[config.mk]
export PLATFORM = sky130hd
export DESIGN_NAME = lj_lut_addr_gen_flat
export DESIGN_NICKNAME = d
export VERILOG_FILES = /design/src/rtl/lj_lut_addr_gen_pkg.sv /design/src/rtl/lj_lut_addr_gen_if.sv /design/src/rtl/lj_lut_skid_fifo.sv /design/src/rtl/lj_lut_addr_gen.sv /design/src/flat_wrapper.sv
export SDC_FILE = /design/constraint.sdc
export NUM_CORES = 1
export LEC_CHECK = 0
export ABC_AREA = 1
export CAP_MARGIN = 20
export CORE_ASPECT_RATIO = 0.9
export CORE_MARGIN = 10
export CORE_UTILIZATION = 50
export CTS_CLUSTER_SIZE = 40
export DETAILED_ROUTE_END_ITERATION = 12
export MAX_ROUTING_LAYER = met4
export PLACE_DENSITY_LB_ADDON = 0.1
export SLEW_MARGIN = 25
export SYNTH_ARGS = -nofsm -noshare
export SYNTH_HDL_FRONTEND = slang
export SYNTH_HIERARCHICAL = 1
export SYNTH_SLANG_ARGS = --single-unit
[constraint.sdc]
create_clock -name clock -period 2.9 [get_ports clock]
set_input_delay 0.435 -clock clock [delete_from_list [all_inputs] [get_ports clock]]
set_output_delay 0.435 -clock clock [all_outputs]
set_load 0.005 [all_outputs]
[src/rtl/lj_lut_addr_gen_pkg.sv]
// Shared constants and types for the LJ coefficient table address generator.
// Covers the table geometry, the IEEE-754 field positions and the output record.
package lj_lut_pkg;

  localparam int LJ_SEGMENTS  = 12;
  localparam int LJ_BIN_BITS  = 8;
  localparam int LJ_MIN_EXP   = 118;
  localparam int LJ_FRAC_W    = 23 - LJ_BIN_BITS;
  localparam int LJ_LUT_DEPTH = LJ_SEGMENTS * (2 ** LJ_BIN_BITS);

  localparam int LJ_SIGN_BIT = 31;
  localparam int LJ_EXP_MSB  = 30;
  localparam int LJ_EXP_LSB  = 23;
  localparam int LJ_MANT_MSB = 22;

  typedef struct packed {
    logic [31:0]          coef;
    logic [LJ_FRAC_W-1:0] frac;
    logic                 low_clamp;
    logic                 cutoff;
  } lj_lut_out_t;

endpackage

[src/rtl/lj_lut_addr_gen_if.sv]
// Input (ivalid/iready) and output (ovalid/oready) stream of the LJ table stage.
// The block under the slave modport consumes r2 and produces coef/frac/flags.
interface lj_lut_addr_gen_if
  import lj_lut_pkg::*;
#(
  parameter int FRAC_W = LJ_FRAC_W
) ();
  logic              ivalid;
  logic              iready;
  logic [31:0]       r2;
  logic              ovalid;
  logic              oready;
  logic [31:0]       coef;
  logic [FRAC_W-1:0] frac;
  logic              low_clamp;
  logic              cutoff;

  modport master (
    output ivalid, r2, oready,
    input  iready, ovalid, coef, frac, low_clamp, cutoff
  );

  modport slave (
    input  ivalid, r2, oready,
    output iready, ovalid, coef, frac, low_clamp, cutoff
  );
endinterface

[src/rtl/lj_lut_skid_fifo.sv]
// Small synchronous FIFO with occupancy count; absorbs table results that
// cannot stall while the downstream interpolator applies back-pressure.
module lj_lut_skid_fifo #(
  parameter int WIDTH = 49,
  parameter int DEPTH = 4
) (
  input  logic                       clock,
  input  logic                       resetn,
  input  logic                       wr_en,
  input  logic [WIDTH-1:0]           wr_data,
  input  logic                       rd_en,
  output logic [WIDTH-1:0]           rd_data,
  output logic [$clog2(DEPTH+1)-1:0] count
);
  localparam int PTR_W = $clog2(DEPTH);
  localparam int CNT_W = $clog2(DEPTH + 1);

  logic [WIDTH-1:0] mem [DEPTH];
  logic [PTR_W-1:0] wr_ptr_q, wr_ptr_d;
  logic [PTR_W-1:0] rd_ptr_q, rd_ptr_d;
  logic [CNT_W-1:0] count_q, count_d;

  // Pointers wrap explicitly so non-power-of-two depths stay correct.
  always_comb begin
    wr_ptr_d = wr_ptr_q;
    rd_ptr_d = rd_ptr_q;
    count_d  = count_q;
    if (wr_en) wr_ptr_d = (wr_ptr_q == PTR_W'(DEPTH - 1)) ? '0 : wr_ptr_q + 1'b1;
    if (rd_en) rd_ptr_d = (rd_ptr_q == PTR_W'(DEPTH - 1)) ? '0 : rd_ptr_q + 1'b1;
    case ({wr_en, rd_en})
      2'b10:   count_d = count_q + 1'b1;
      2'b01:   count_d = count_q - 1'b1;
      default: count_d = count_q;
    endcase
  end

  always_ff @(posedge clock or negedge resetn) begin
    if (!resetn) begin
      wr_ptr_q <= '0;
      rd_ptr_q <= '0;
      count_q  <= '0;
    end else begin
      wr_ptr_q <= wr_ptr_d;
      rd_ptr_q <= rd_ptr_d;
      count_q  <= count_d;
    end
  end

  always_ff @(posedge clock) begin
    if (wr_en) mem[wr_ptr_q] <= wr_data;
  end

  assign rd_data = mem[rd_ptr_q];
  assign count   = count_q;
endmodule

[src/rtl/lj_lut_addr_gen.sv]
// Splits an fp32 r^2 into segment/bin table address, tracks the 2-cycle table
// read with a shadow pipeline and buffers results in a credit-managed FIFO.
module lj_lut_addr_gen
  import lj_lut_pkg::*;
#(
  parameter int SEGMENTS   = LJ_SEGMENTS,
  parameter int BIN_BITS   = LJ_BIN_BITS,
  parameter int MIN_EXP    = LJ_MIN_EXP,
  parameter int ADDR_WIDTH = 12,
  parameter int FIFO_DEPTH = 4,
  parameter int FRAC_W     = LJ_FRAC_W
) (
  input  logic                  clock,
  input  logic                  resetn,
  lj_lut_addr_gen_if.slave      strm,
  output logic [ADDR_WIDTH-1:0] lut_address,
  output logic                  lut_rden,
  input  logic [31:0]           lut_q
);
  localparam int ENTRY_W = 32 + FRAC_W + 2;
  localparam int CNT_W   = $clog2(FIFO_DEPTH + 1);

  typedef struct packed {
    logic [ADDR_WIDTH-1:0] addr;
    logic [FRAC_W-1:0]     frac;
    logic                  low_clamp;
    logic                  cutoff;
  } lut_req_t;

  // Below-range inputs clamp to address 0; anything beyond the table, negative,
  // Inf or NaN maps to the all-ones address and is zeroed downstream.
  function automatic lut_req_t map_r2(input logic [31:0] v);
    lut_req_t r;
    int       seg;
    r   = '0;
    seg = int'(v[LJ_EXP_MSB:LJ_EXP_LSB]) - MIN_EXP;
    if (v[LJ_SIGN_BIT] || (v[LJ_EXP_MSB:LJ_EXP_LSB] == 8'hFF) || (seg >= SEGMENTS)) begin
      r.addr   = '1;
      r.cutoff = 1'b1;
    end else if (seg < 0) begin
      r.low_clamp = 1'b1;
    end else begin
      r.addr = ADDR_WIDTH'(seg * (2 ** BIN_BITS) + int'(v[LJ_MANT_MSB -: BIN_BITS]));
      r.frac = v[FRAC_W-1:0];
    end
    return r;
  endfunction

  logic                  accept;
  lut_req_t              req;
  logic                  vld_p1_q, vld_p1_d, vld_p2_q, vld_p3_q;
  logic [ADDR_WIDTH-1:0] addr_p1_q, addr_p1_d;
  logic [FRAC_W-1:0]     frac_p1_q, frac_p1_d, frac_p2_q, frac_p3_q;
  logic                  low_p1_q, low_p1_d, low_p2_q, low_p3_q;
  logic                  cut_p1_q, cut_p1_d, cut_p2_q, cut_p3_q;
  logic [CNT_W-1:0]      fifo_count;
  logic [ENTRY_W-1:0]    fifo_head;
  logic                  fifo_empty;
  logic                  fifo_rd;

  // Credits cover every result already committed to arrive, since the table cannot stall.
  assign strm.iready = (int'(fifo_count) + int'(vld_p1_q) + int'(vld_p2_q)
                        + int'(vld_p3_q)) < FIFO_DEPTH;

  always_comb begin
    accept    = strm.ivalid && strm.iready;
    req       = map_r2(strm.r2);
    vld_p1_d  = accept;
    addr_p1_d = accept ? req.addr      : addr_p1_q;
    frac_p1_d = accept ? req.frac      : frac_p1_q;
    low_p1_d  = accept ? req.low_clamp : low_p1_q;
    cut_p1_d  = accept ? req.cutoff    : cut_p1_q;
  end

  // Stage p1: address register; p2: table address reg; p3: table output reg.
  always_ff @(posedge clock or negedge resetn) begin
    if (!resetn) begin
      vld_p1_q  <= 1'b0;
      vld_p2_q  <= 1'b0;
      vld_p3_q  <= 1'b0;
      addr_p1_q <= '0;
    end else begin
      vld_p1_q  <= vld_p1_d;
      vld_p2_q  <= vld_p1_q;
      vld_p3_q  <= vld_p2_q;
      addr_p1_q <= addr_p1_d;
    end
  end

  always_ff @(posedge clock) begin
    frac_p1_q <= frac_p1_d;
    low_p1_q  <= low_p1_d;
    cut_p1_q  <= cut_p1_d;
    frac_p2_q <= frac_p1_q;
    low_p2_q  <= low_p1_q;
    cut_p2_q  <= cut_p1_q;
    frac_p3_q <= frac_p2_q;
    low_p3_q  <= low_p2_q;
    cut_p3_q  <= cut_p2_q;
  end

  assign lut_address = addr_p1_q;
  assign lut_rden    = vld_p1_q;

  // Output stage: FIFO head drives the stream; fields read as zero while empty.
  lj_lut_skid_fifo #(
    .WIDTH (ENTRY_W),
    .DEPTH (FIFO_DEPTH)
  ) u_fifo (
    .clock   (clock),
    .resetn  (resetn),
    .wr_en   (vld_p3_q),
    .wr_data ({lut_q, frac_p3_q, low_p3_q, cut_p3_q}),
    .rd_en   (fifo_rd),
    .rd_data (fifo_head),
    .count   (fifo_count)
  );

  assign fifo_empty     = (fifo_count == '0);
  assign fifo_rd        = !fifo_empty && strm.oready;
  assign strm.ovalid    = !fifo_empty;
  assign strm.coef      = fifo_empty ? '0   : fifo_head[ENTRY_W-1 -: 32];
  assign strm.frac      = fifo_empty ? '0   : fifo_head[FRAC_W+1:2];
  assign strm.low_clamp = fifo_empty ? 1'b0 : fifo_head[1];
  assign strm.cutoff    = fifo_empty ? 1'b0 : fifo_head[0];
endmodule

[src/flat_wrapper.sv]
// flat-port wrapper written by rule: the top's interface ports become plain ports
module lj_lut_addr_gen_flat import lj_lut_pkg::*;
#(
  parameter int SEGMENTS   = LJ_SEGMENTS,
  parameter int BIN_BITS   = LJ_BIN_BITS,
  parameter int MIN_EXP    = LJ_MIN_EXP,
  parameter int ADDR_WIDTH = 12,
  parameter int FIFO_DEPTH = 4,
  parameter int FRAC_W     = LJ_FRAC_W
)
  (clock, resetn, lut_address, lut_rden, lut_q, strm_ivalid, strm_r2, strm_oready, strm_iready, strm_ovalid, strm_coef, strm_frac, strm_low_clamp, strm_cutoff);
  lj_lut_addr_gen_if #(.FRAC_W(FRAC_W)) strm_i ();
  input  logic clock;
  input  logic resetn;
  output logic [ADDR_WIDTH-1:0] lut_address;
  output logic lut_rden;
  input  logic [31:0] lut_q;
  input wire logic [$bits(strm_i.ivalid)-1:0] strm_ivalid;
  input wire logic [$bits(strm_i.r2)-1:0] strm_r2;
  input wire logic [$bits(strm_i.oready)-1:0] strm_oready;
  output wire logic [$bits(strm_i.iready)-1:0] strm_iready;
  output wire logic [$bits(strm_i.ovalid)-1:0] strm_ovalid;
  output wire logic [$bits(strm_i.coef)-1:0] strm_coef;
  output wire logic [$bits(strm_i.frac)-1:0] strm_frac;
  output wire logic [$bits(strm_i.low_clamp)-1:0] strm_low_clamp;
  output wire logic [$bits(strm_i.cutoff)-1:0] strm_cutoff;
  assign strm_i.ivalid = strm_ivalid;
  assign strm_i.r2 = strm_r2;
  assign strm_i.oready = strm_oready;
  assign strm_iready = strm_i.iready;
  assign strm_ovalid = strm_i.ovalid;
  assign strm_coef = strm_i.coef;
  assign strm_frac = strm_i.frac;
  assign strm_low_clamp = strm_i.low_clamp;
  assign strm_cutoff = strm_i.cutoff;
  lj_lut_addr_gen #(.SEGMENTS(SEGMENTS), .BIN_BITS(BIN_BITS), .MIN_EXP(MIN_EXP), .ADDR_WIDTH(ADDR_WIDTH), .FIFO_DEPTH(FIFO_DEPTH), .FRAC_W(FRAC_W)) u_core (.clock(clock), .resetn(resetn), .strm(strm_i), .lut_address(lut_address), .lut_rden(lut_rden), .lut_q(lut_q));
endmodule
[Word level (Yosys, flattened, before mapping)]
Memory sizes are Yosys's and may differ from the RTL's.
Index checks and enable logic that the tools add are counted.
Operators by class
  magnitude comparators: 3
  add/subtract/negate cells: 9
  equality and inequality tests: 5
  multiplexer cells: 13
  reduce and logical (&&, ||, !) cells: 8
Operators by type and width (count)
  adder 32 x 2 -> 32 bit: 2
  less-than comparator 32 x 4 -> 1 bit (second input constant): 1
  2-to-1 mux 32 bit: 1
  2-to-1 mux 27 bit: 1
  2-to-1 mux 15 bit: 1
  adder 12 x 9 -> 12 bit: 1
  2-to-1 mux 12 bit: 1
  >= comparator 9 x 5 -> 1 bit (second input constant): 1
  less-than comparator 9 x 1 -> 1 bit (second input constant): 1
  subtractor 8 x 7 -> 9 bit (second input constant): 1
  == test 8 bit (second input constant): 1
  == test 2 bit (second input constant): 3
  2-to-1 mux 1 bit: 6
  case mux 3 bit (2 select lines): 1
  adder 2 x 1 -> 2 bit (second input constant): 2
  adder 3 x 1 -> 4 bit: 1
  2-to-1 mux 2 bit: 2
  adder 3 x 1 -> 3 bit (second input constant): 1
  logical NOT 3 bit: 1
  subtractor 3 x 1 -> 3 bit (second input constant): 1
  == test 2 x 1 -> 1 bit (second input constant): 1
  logical AND 1 bit: 2
  logical OR 1 bit: 2
  nonzero test 2 bit: 1
  other kinds (2): 2
Word-level totals
  input bits: 68
  word-level logic and storage cells: 55
  output and inout port bits: 64
  RAM bits: 196
  memories: 1
  bits in registers: 73
Memories
  u_core.u_fifo.mem: depth 4, bits a word 49, rd ports 1, clocked after memory_dff 0, wr ports 1, line lj_lut_skid_fifo.sv:18  | logic [WIDTH-1:0] mem [DEPTH];

[Logic depth before layout (Yosys ltp)]
  depth after elaboration: 5
  gate-level depth with buffers: 11
  depth with buffers taken out: 10

[Hierarchy]
Netlist, hierarchy kept.
Modules (own cells, without submodules)
  lj_lut_skid_fifo: cells an instance 720, instances 1, area an instance 8625.8 um^2, seq. area each 6060.8 um^2
  lj_lut_addr_gen: cells an instance 310, instances 1, area an instance 2697.6 um^2, seq. area each 1566.5 um^2

[Worst setup path after synthesis]
No wires, ideal clock.
  path type: reg2reg
  from: register u_core.vld_p1_q (netlist: u_core/lut_rden)
  to: register u_core.cut_p1_q, enable pin
  clock period less this slack: 2.375 ns
  buffers on the path: 1
  slack: 0.525 ns
  arrival: 1.990 ns
  stages on the path, launching flop included: 9
  data required time: 2.515 ns
  setup time: 0.385 ns
  cells stage by stage: dfrtp_1 inv_1 fa_1 inv_1 ha_1 nand3_1 nand3_2 inv_1 clkbuf_1
Between the ends
  longest elaborated chain between the ends: 5
Ends and longest elaborated chain
  from (decl): line lj_lut_addr_gen.sv:51  | logic vld_p1_q, vld_p1_d, vld_p2_q, vld_p3_q;
  from (signal assigned): line lj_lut_addr_gen.sv:83  | vld_p1_q <= vld_p1_d;
  adder 3 x 1 -> 4 bit: line lj_lut_addr_gen.sv:62  | assign strm.iready = (int'(fifo_count) + int'(vld_p1_q) + int'(vld_p2_q)
  adder 32 x 2 -> 32 bit: line lj_lut_addr_gen.sv:62
  adder 32 x 2 -> 32 bit: line lj_lut_addr_gen.sv:63  | + int'(vld_p3_q)) < FIFO_DEPTH;
  less-than comparator 32 x 4 -> 1 bit: line lj_lut_addr_gen.sv:63
  logical AND 1 bit: line lj_lut_addr_gen.sv:66  | accept = strm.ivalid && strm.iready;
  via u_core.accept: line lj_lut_addr_gen.sv:49  | logic accept;
  to (signal assigned): line lj_lut_addr_gen.sv:93  | cut_p1_q <= cut_p1_d;
  to (decl): line lj_lut_addr_gen.sv:55  | logic cut_p1_q, cut_p1_d, cut_p2_q, cut_p3_q;
The timed path passes the listed nets, and every way through them passes these cells.
A chain may end at the register's enable or synchronous reset.

[Worst setup path in the final report]
  from: register u_core.u_fifo.rd_ptr_q[0]
  to: output strm_frac[4]
Between the ends
  longest elaborated chain between the ends: 2
Ends and longest elaborated chain
  from (decl): line lj_lut_skid_fifo.sv:20  | logic [PTR_W-1:0] rd_ptr_q, rd_ptr_d;
  from (signal assigned): line lj_lut_skid_fifo.sv:44  | rd_ptr_q <= rd_ptr_d;
  memory (4 x 49 bit)
  via u_core.fifo_head[6]: line lj_lut_addr_gen.sv:57  | logic [ENTRY_W-1:0] fifo_head;
  2-to-1 mux 15 bit: line lj_lut_addr_gen.sv:123  | assign strm.frac = fifo_empty ? '0 : fifo_head[FRAC_W+1:2];
  to (decl): line flat_wrapper.sv:24  | output wire logic [$bits(strm_i.frac)-1:0] strm_frac;
The timed path passes the listed nets, and every way through them passes these cells.

==> tab_implementation.tex <==
\begin{tabular}{lr}
\hline
Metric & Value \\
\hline
\multicolumn{2}{l}{\textbf{Floorplanning}} \\
X dimension of the die & 179 um \\
Area of the die & 0.0291 mm2 \\
Standard cell core area & 0.0224 mm2 \\
Starting Density & 50.6\% \\
Die Span Y & 163 um \\
Number of rows in the core area & 52 \\
Number of placed I/O pins & 132 \\
\multicolumn{2}{l}{\textbf{Logic synthesis}} \\
Post-synth top area cell & sky130\_fd\_sc\_hd\_\_edfxtp\_1 \\
Share of the synthesized area in the top cell type & 56.5\% \\
Most instantiated flip-flop cell in the synthesis netlist & sky130\_fd\_sc\_hd\_\_edfxtp\_1 \\
Gate count of the mapped netlist & 1030 \\
Syn. warnings & 6 \\
Leading cell types by total area after synthesis & sky130\_fd\_sc\_hd\_\_edfxtp\_1 56\%, sky130\_fd\_sc\_hd\_\_nand2\_1 7.7\%, sky130\_fd\_sc\_hd\_\_inv\_1 6.6\% \\
Synth top cells by count & 231 x sky130\_fd\_sc\_hd\_\_nand2\_1, 213 x sky130\_fd\_sc\_hd\_\_edfxtp\_1, 199 x sky130\_fd\_sc\_hd\_\_inv\_1 \\
Library cells used by synthesis & 30 \\
Post-synthesis instance area & 0.0113 mm2 \\
Share of synthesized registers carrying an async set or reset & 8.18\% \\
Share of synthesized area occupied by flip-flops and latches & 67.4\% \\
Seq cells post-synth & 269 \\
Top-count cell post-synth & sky130\_fd\_sc\_hd\_\_nand2\_1 \\
Mapped Avg Cell Area & 11.0 um2 \\
Number of enable-type register cells in the synthesized netlist & 213 \\
Syn nets & 1108 \\
\multicolumn{2}{l}{\textbf{Global route}} \\
Sum of overflow across all layers after global routing & 0 \\
Pin count of the biggest net entering global routing & 62 \\
Antenna violations before repair & 0 \\
Number of global-route vias before repair & 6692 \\
Global-route usage over all layers & 14.7\% \\
Wire length of the first global-routing pass & 33700 um \\
\multicolumn{2}{l}{\textbf{Place}} \\
Number of I/O port buffers & 131 \\
Placed wire-length estimate after detailed placement & 13000 um \\
Routability congestion estimate from global placement & 0.771 \\
Setup slack at placement & 0.427 ns \\
\multicolumn{2}{l}{\textbf{Setup path}} \\
Critical path startpoint category & flip-flop \\
Critical Path RT & 2.47 ns \\
Worst setup EP type & output port \\
Crit path max fanout & 14 \\
Arrival @ worst endpoint & 2.34 ns \\
Critical path class & flip-flop to output port \\
\multicolumn{2}{l}{\textbf{STA}} \\
RSZ-0062 raised after global routing & true \\
Worst slew margin relative to its limit & 64.8\% \\
Count of final max-slew check failures & 0 \\
Total of endpoints with negative setup slack in the final report & 0 \\
Share of the clock period used by the worst path & 95.6\% \\
Endpoints failing hold & 0 \\
Worst-case clock skew & 0.00763 ns \\
Worst Tran Pin Value & 0.527 ns \\
Final worst path period need & 2.77 ns \\
Min setup slack post-route & 0.128 ns \\
Highest attainable clock frequency & 361 MHz \\
Hold slack final & 0.264 ns \\
\multicolumn{2}{l}{\textbf{CTS}} \\
Num CTS Buffers & 28 \\
Post-cts hold buffer count & 0 \\
Bufs on Longest Clock Path & 3 \\
Clock edge transition at the registers on the reported setup and hold paths & 0.06 ns \\
CTS HTree Levels & 1 \\
Clock tree sinks & 269 \\
Clock Root Buffer & sky130\_fd\_sc\_hd\_\_clkbuf\_16 \\
Clock tree from TritonCTS & built \\
Clock latency of the later-clocked register in the worst-skew pair & 0.52 ns \\
\multicolumn{2}{l}{\textbf{Finish}} \\
Area added between synthesis and finish & 24.0\% \\
Antenna fix cells & 0 \\
Layout cells sized above 1 & 12.8\% \\
Post-layout net count & 1247 \\
\multicolumn{2}{l}{\textbf{Detailed routing}} \\
Via Count & 6759 \\
Post-DRT Antenna Nets & 0 \\
DRC violation total after the first TritonRoute iteration & 335 \\
Final routed DRC violation total & 0 \\
Mean number of vias per cell & 4.54 \\
DRT Wirelength & 20800 um \\
First-pass iteration count of the detailed router & 4 \\
Post-DR wirelength/cell & 14.0 um \\
\multicolumn{2}{l}{\textbf{Run}} \\
Max-cap violations & 0 \\
\multicolumn{2}{l}{\textbf{Pwr}} \\
Worst voltage drop across the vdd grid & 0.000529 V \\
Ratio of total power to cell area & 1040 mW/mm2 \\
Static Leakage & 6.03 nW \\
\multicolumn{2}{l}{\textbf{Status}} \\
Result of the run & complete, no violations \\
\multicolumn{2}{l}{\textbf{Hold path}} \\
Kind of path behind the tightest hold check & primary input to asynchronous set/reset pin \\
\hline
\end{tabular}
timing repair:
item	in CTS	in global routing
resized for setup	6	11
endpoints found under the setup margin	38	45
gates cloned	0	0
endpoints found under the hold margin	0	0
buffers inserted	1	3
layout by cell type, fill, tap and decap left out, types with 2 or more instances in the layout:
cell type                         netlist  final
sky130_fd_sc_hd__nand3_2                3      3
sky130_fd_sc_hd__o211ai_2              49     49
sky130_fd_sc_hd__nor2_1               159    159
sky130_fd_sc_hd__nand3_1               13     13
sky130_fd_sc_hd__clkinv_2               0      3
sky130_fd_sc_hd__dfrtp_1               22     20
sky130_fd_sc_hd__clkinv_1               0      6
sky130_fd_sc_hd__clkinvlp_4             0      2
sky130_fd_sc_hd__xnor2_1                2      2
sky130_fd_sc_hd__clkbuf_1               7      4
sky130_fd_sc_hd__dlymetal6s2s_1         0      5
sky130_fd_sc_hd__inv_2                  2      5
sky130_fd_sc_hd__buf_12                 0      9
sky130_fd_sc_hd__fa_1                   2      2
sky130_fd_sc_hd__o21ai_0                2      2
sky130_fd_sc_hd__nand2_2                3      4
sky130_fd_sc_hd__clkbuf_16              0     29
sky130_fd_sc_hd__buf_4                  8     11
sky130_fd_sc_hd__dlygate4sd2_1          0      2
sky130_fd_sc_hd__ha_1                   8      8
sky130_fd_sc_hd__o21ai_1                2      2
sky130_fd_sc_hd__inv_1                199    195
sky130_fd_sc_hd__nor2_2                 9      9
sky130_fd_sc_hd__clkinv_4               0      2
sky130_fd_sc_hd__dfxtp_1               34     34
sky130_fd_sc_hd__buf_16                 0      2
sky130_fd_sc_hd__edfxtp_1             213    213
sky130_fd_sc_hd__or2_2                 12     12
sky130_fd_sc_hd__nand2_1              231    230
sky130_fd_sc_hd__a21oi_1               14     14
sky130_fd_sc_hd__bufinv_16              0      6
sky130_fd_sc_hd__clkdlybuf4s50_1        0    124
path summary, 6_finish.rpt:
path / cells after the start / endpoint / from / slack [ns]
max in group asynchronous: 2 / u_core/u_fifo/rd_ptr_q[0] / resetn / 2.37
max reg2reg: 8 / u_core/frac_p1_q[9] / u_core/lut_rden / 0.64
max: 8 / strm_frac[4] / u_core/u_fifo/rd_ptr_q[0] / 0.13
min in group clock: 0 / u_core/cut_p3_q / u_core/cut_p2_q / 0.32
min: 2 / u_core/u_fifo/count[2] / resetn / 0.26
min reg2reg: 0 / u_core/cut_p3_q / u_core/cut_p2_q / 0.32
state kept, by name, summed over array words and instances, names as in the netlist, 2 cells and up:
| name | count |
|---|---|
| u_core/frac_p1_q | 15 |
| u_core/u_fifo/mem | 196 |
| u_core/lut_address | 12 |
| u_core/u_fifo/wr_ptr_q | 2 |
| u_core/u_fifo/rd_ptr_q | 2 |
| u_core/frac_p3_q | 15 |
| u_core/frac_p2_q | 15 |
| u_core/u_fifo/count | 3 |
layout make-up:
cell class,count,area [um2]
clock buffer,34,754
clock inverter,18,220
fill,1812,8340
inverter,201,781
multi-input combinational,516,2640
sequential,269,7630
tap,297,372
timing repair buffer,153,1640
report_power, final:
part | switching [W] | leakage (nW) | total (W) | internal, W
logic | 0.00287 | 3.09 | 0.00550 | 0.00263
registers | 0.000338 | 2.47 | 0.00546 | 0.00512
clock network | 0.00140 | 0.470 | 0.00369 | 0.00229
total | 0.00461 | 6.03 | 0.0146 | 0.0100
stage by stage:
step                      total power, W  cell area (um2)  instances  setup TNS, ns  utilization (%)
final                             0.0146            14000       1488              0             62.7
after global routing              0.0157            14000       1488       -0.00922             62.7
after CTS                         0.0148            14000       1485              0             62.4
after detailed placement          0.0110            13000       1432              0             57.9
after global placement            0.0110            13000       1432              0             57.9
after floorplan                  0.00872            11300       1030              0                -
worst max-delay path: stages (launching register included):
cell and delay, ns:
sky130_fd_sc_hd__dfrtp_4 0.54, sky130_fd_sc_hd__buf_4 0.17, sky130_fd_sc_hd__buf_4 0.18, sky130_fd_sc_hd__nand2_1 0.09, sky130_fd_sc_hd__o211ai_2 0.07, sky130_fd_sc_hd__nand2_1 0.07
sky130_fd_sc_hd__inv_1 0.04, sky130_fd_sc_hd__nor2_1 0.12, sky130_fd_sc_hd__clkdlybuf4s50_1 0.52
cell families after synthesis:
logic type                 after synthesis  share of synthesized area [%]
DFF                                    269                           67.4
adders and majority gates               10                           1.24
xor gates and xnor gates                 2                          0.155
and+or+nand+nor                        436                           15.6
AOI/OAI and AO/OA                       68                           6.29
buffers and inverters                  245                           9.40
routing by layer:
layer,track usage [%],vias to the layer above,part of all wire [%]
met5,-,-,0
met2,23.8,122,48
met1,19.1,3089,46
met3,3.11,18,5.1
met4,2.74,0,0.95
li1,-,3530,-
Note: power is estimated with default switching activity, not from simulation.
